File: src/rtl/sram_like_arbiter.sv
`default_nettype none
// ============================================================================
// Module   : sram_like_arbiter
// Purpose  : Merges the CPU fetch channel and load/store channel onto a single
//            single-ported synchronous SRAM. Data has priority; a saturating
//            starvation counter forces an occasional fetch grant. At most one
//            access is in flight, with a fixed one-cycle response latency.
// Revision : 1.0 - initial release
// ============================================================================
module sram_like_arbiter #(
  parameter int ADDR_W       = 32,
  parameter int DATA_W       = 32,
  parameter int STARVE_LIMIT = 4
) (
  input  logic                clk,
  input  logic                resetn,
  // fetch channel
  input  logic                inst_sram_req,
  input  logic [ADDR_W-1:0]   inst_sram_addr,
  output logic                inst_sram_addr_ok,
  output logic                inst_sram_data_ok,
  output logic [DATA_W-1:0]   inst_sram_rdata,
  input  logic                inst_cancel,
  // load/store channel
  input  logic                data_sram_req,
  input  logic                data_sram_wr,
  input  logic [DATA_W/8-1:0] data_sram_wstrb,
  input  logic [ADDR_W-1:0]   data_sram_addr,
  input  logic [DATA_W-1:0]   data_sram_wdata,
  output logic                data_sram_addr_ok,
  output logic                data_sram_data_ok,
  output logic [DATA_W-1:0]   data_sram_rdata,
  // memory side
  output logic                mem_en,
  output logic [DATA_W/8-1:0] mem_we,
  output logic [ADDR_W-1:0]   mem_addr,
  output logic [DATA_W-1:0]   mem_wdata,
  input  logic [DATA_W-1:0]   mem_rdata
);

  localparam int c_STRB_W = DATA_W / 8;
  localparam int c_CNT_W  = $clog2(STARVE_LIMIT + 1);
  localparam logic [c_CNT_W-1:0] c_LIMIT = c_CNT_W'(STARVE_LIMIT);
  localparam logic [c_CNT_W-1:0] c_ONE   = c_CNT_W'(1);

  // Owner of the access currently waiting for its response.
  typedef enum logic [1:0] {
    OWN_NONE = 2'd0,
    OWN_INST = 2'd1,
    OWN_DATA = 2'd2
  } owner_t;

  owner_t               r_owner;
  owner_t               w_owner_nxt;
  logic                 r_drop;
  logic                 w_drop_nxt;
  logic [c_CNT_W-1:0]   r_starve_cnt;
  logic [c_CNT_W-1:0]   w_starve_nxt;
  logic                 w_inst_win;
  logic                 w_data_win;

  // State register: response owner, fetch-drop flag and starvation counter.
  always_ff @(posedge clk or negedge resetn) begin
    if (!resetn) begin
      r_owner      <= OWN_NONE;
      r_drop       <= 1'b0;
      r_starve_cnt <= '0;
    end else begin
      r_owner      <= w_owner_nxt;
      r_drop       <= w_drop_nxt;
      r_starve_cnt <= w_starve_nxt;
    end
  end

  // Grant decision and next-state logic; grants are masked while in reset.
  always_comb begin
    w_inst_win   = 1'b0;
    w_data_win   = 1'b0;
    w_owner_nxt  = OWN_NONE;
    w_drop_nxt   = 1'b0;
    w_starve_nxt = r_starve_cnt;

    // Fetch wins when it is alone, or when it has waited long enough.
    w_inst_win = resetn & inst_sram_req &
                 (~data_sram_req | (r_starve_cnt == c_LIMIT));
    w_data_win = resetn & data_sram_req & ~w_inst_win;

    if (w_inst_win) begin
      w_owner_nxt = OWN_INST;
    end else if (w_data_win) begin
      w_owner_nxt = OWN_DATA;
    end

    // A flush drops the fetch response that is pending or being granted now.
    w_drop_nxt = inst_cancel & ((r_owner == OWN_INST) | w_inst_win);

    if (!inst_sram_req || w_inst_win) begin
      w_starve_nxt = '0;
    end else if (r_starve_cnt != c_LIMIT) begin
      w_starve_nxt = r_starve_cnt + c_ONE;
    end
  end

  // Memory request side and channel handshakes driven from the grant.
  always_comb begin
    inst_sram_addr_ok = w_inst_win;
    data_sram_addr_ok = w_data_win;
    mem_en            = w_inst_win | w_data_win;
    mem_addr          = w_inst_win ? inst_sram_addr : data_sram_addr;
    mem_wdata         = data_sram_wdata;
    mem_we            = {c_STRB_W{1'b0}};
    if (w_data_win && data_sram_wr) begin
      mem_we = data_sram_wstrb;
    end
  end

  // Responses: one-cycle latency after the grant, read data passed straight through.
  always_comb begin
    inst_sram_data_ok = (r_owner == OWN_INST) & ~r_drop;
    data_sram_data_ok = (r_owner == OWN_DATA);
    inst_sram_rdata   = mem_rdata;
    data_sram_rdata   = mem_rdata;
  end

endmodule
`default_nettype wire

File: config.mk
export PLATFORM = sky130hd
export DESIGN_NAME = sram_like_arbiter
export DESIGN_NICKNAME = d
export VERILOG_FILES = /design/src/rtl/sram_like_arbiter.sv
export SDC_FILE = /design/constraint.sdc
export NUM_CORES = 1
export LEC_CHECK = 0
export BUFFER_PORTS_ARGS = -buffer_cell sky130_fd_sc_hd__buf_2
export CAP_MARGIN = 20
export CORE_AREA = 2 2 106 108
export DETAILED_ROUTE_END_ITERATION = 8
export DIE_AREA = 0 0 108 110
export PLACE_DENSITY = 0.52
export SYNTH_ARGS = -nofsm -noshare
export SYNTH_HDL_FRONTEND = slang
export SYNTH_SLANG_ARGS = --single-unit
File: constraint.sdc
create_clock -name clk -period 2.4 [get_ports clk]
set_clock_uncertainty 0.05 [all_clocks]
set_input_delay 0.48 -clock clk [delete_from_list [all_inputs] [get_ports clk]]
set_output_delay 0.48 -clock clk [all_outputs]
set_load 0.05 [all_outputs]
==> results_dict.tcl <==
set metrics [dict create \
    antenna_left 0 \
    clk_latency_ns 0.22 \
    critPathRequiredTime_ns 1.87 \
    crit_arrival_ns 1.87 \
    avgViaCountPerCell 3.561 \
    synth_seq_cells 6 \
    synth_edf_count 0 \
    cts-buffers-inserted 3 \
    cp_cell_sequence "inv_2 > ha_4 > nand2_4 > a21oi_4 > buf_6 > buf_12 > mux2_4 > buf_8" \
    worst_slack_ns 0.004503 \
    worst_slew_pin_slew_ns 0.3075 \
    gp_congestion 0.6756 \
    die_area_um2 11880 \
    period_share 0.9981 \
    hold_violations 0 \
    final_nets 339 \
    io_pins 275 \
    synth_fp_nets 308 \
    grt_usage 0.07038 \
    syn_to_final_growth_pct 32.99 \
    drive_gt1_frac 0.8325 \
    post-place-ws_ns 0.09892 \
    postSynthCellCount 168 \
    drt-total-wl_um 4783 \
    dr_total_vias 1200 \
    hold_path.class "input pin to asynchronous set/reset pin" \
    slew_headroom 0.7941 \
    met1_usage 0.06577 \
    seqPwrFrac 0.154 \
    syn-mean-instance-area_um2 8.758 \
    cp_max_fo 7 \
    internal-power_uw 422.8 \
    drtIter0Drc 21 \
    path_clk_slew_ns 0.04 \
    drc_errors 0 \
    critical_path_class "flop to output pin" \
    die_h_um 110 \
    synthesis.area_um2 1471 \
    cp_num_buf_inv 4 \
    end_kind "output pin" \
    stdcell_area_um2 1957 \
    setup_viol 0 \
    leakagePower_uw 0.0009745 \
    busiest_layer "met2" \
    wl_per_cell_um 14.19 \
    synthFlopType "dfrtp_1" \
    synth_cell_types 18 \
    period_needed_ns 2.395 \
    status "finished clean" \
    grt_pass1_vias 1237 \
    grt-ovfl-total 0 \
    hold_ws_ns 0.1268 \
    seq_area_frac_synth 0.1020 \
    met3_usage 0.03880 \
    coreArea_um2 10700 \
    grt_max_degree 13 \
    clock.fmax_mhz 417.5 \
    slowest_stage "dfrtp_1" \
    first_pass_iters 4 \
    slowest_delay_ns 0.39 \
    mostFrequentLayoutCells "buf_2, buf_6, mux2_4" \
    p_switching_uw 302.0 \
    fillerInstances 1196 \
    ys_async_sr_fraction 1.000 \
    met2_usage 0.1204 \
    clkPwrFrac 0.205 \
    cts_num_sinks 6 \
    cpLargestDelayFamily "buffers and inverters" \
    htree_levels 1 \
    tritoncts "yes" \
    post_dp_cell_area_um2 1518 \
    power.total_uw 724.9 \
    start_util 0.1375 \
    worstSetupStartpointType "flop" \
    cts-root-buf "clkbuf_8" \
    diodes 0 \
    hpwl_um 3484 \
    final_common_cell "buf_2" \
    cts_buffer_depth 2 \
    slew_viol_final 0 \
    rows 38 \
    antenna_found_initial 0 \
    swShare 0.4167 \
    portBuffers 114 \
    power_frac_comb 0.641 \
    ir_drop_v 0.0001393 \
    rsz0062_at_grt "yes" \
    final_util 0.1829 \
    holdBufCountCts 0 \
    cap_violations 0 \
    ys_warn_count 0 \
    grt_first_pass_wirelength_um 6279 \
    p_per_area_nw_per_um2 370.4 \
    die_w_um 108 \
]
[cells by family after synthesis]
family	synth area share
buf+inv	0.5179
flops	0.1020
mux	0.2525
compound gates	0.04507
simple gates	0.06547
fa+ha+maj	0.01700
[Yosys cell counts (all sizes together), types with 2 or more instances]
library cell | count | area [µm²]
nand3 | 3 | 15.01
ha | 2 | 25.02
nand2 | 5 | 21.27
o21a | 2 | 15.01
and2 | 4 | 25.02
a31oi | 2 | 12.51
buf | 99 | 754.5
nor2b | 4 | 25.02
inv | 2 | 7.510
mux2 | 33 | 371.6
o21ai | 3 | 15.01
dfrtp | 6 | 150.1
[registers in the layout, summed over array words and instances, names as in the netlist]
signal,cells
r_starve_cnt,3
r_owner,2
r_drop,1
[worst paths after layout]
check / startpoint / to / slack, ns / cells after the start
setup / recovery: r_starve_cnt[0] / mem_addr[22] / 0.005 / 8
hold / removal: resetn / r_starve_cnt[2] / 0.13 / 2
setup reg to reg: r_starve_cnt[0] / r_starve_cnt[2] / 0.98 / 5
hold reg to reg: r_owner[1] / r_drop / 0.53 / 2
max in group asynchronous: resetn / r_owner[1] / 2.03 / 2
min in group clk: inst_cancel / r_drop / 0.43 / 2
[area by class of cell]
cell class,count,area [µm²],area share
sequential,6,150.1,0.07673
multi-input combinational,61,636.9,0.3254
clock buffer,3,41.29,0.02110
inverter,2,7.507,0.003836
timing repair buffer,125,945.9,0.4834
tap,140,175.2,0.08951
[routing by layer]
layer / wire [µm] / share of wire
met1: 1563 / 0.33
met2: 2281 / 0.48
met3: 716 / 0.15
met4: 221 / 0.046
met5: 0 / 0
[power groups by stage]
stage / logic (µW) / registers [µW] / clock network, µW
final: 465 / 111 / 149
after detailed placement: 359 / 112 / 0
after CTS: 430 / 111 / 155
after global placement: 357 / 112 / 0
after global routing: 488 / 112 / 164
after floorplan: 673 / 111 / 0
[per-stage QoR]
stage	setup TNS [ns]	std cells
after floorplan	0	168
after global placement	0	327
after detailed placement	0	327
after CTS	0	338
after global routing	-1.565	337
final	0	337
[repair_timing]
item / 4_1_cts / 5_1_grt
cloned: 2 / 0
buffers inserted: 6 / 1
setup endpoints to repair: 32 / 32
pin swaps: 1 / 2
gates resized for setup: 61 / 42
Power figures use the tool's default switching activity.
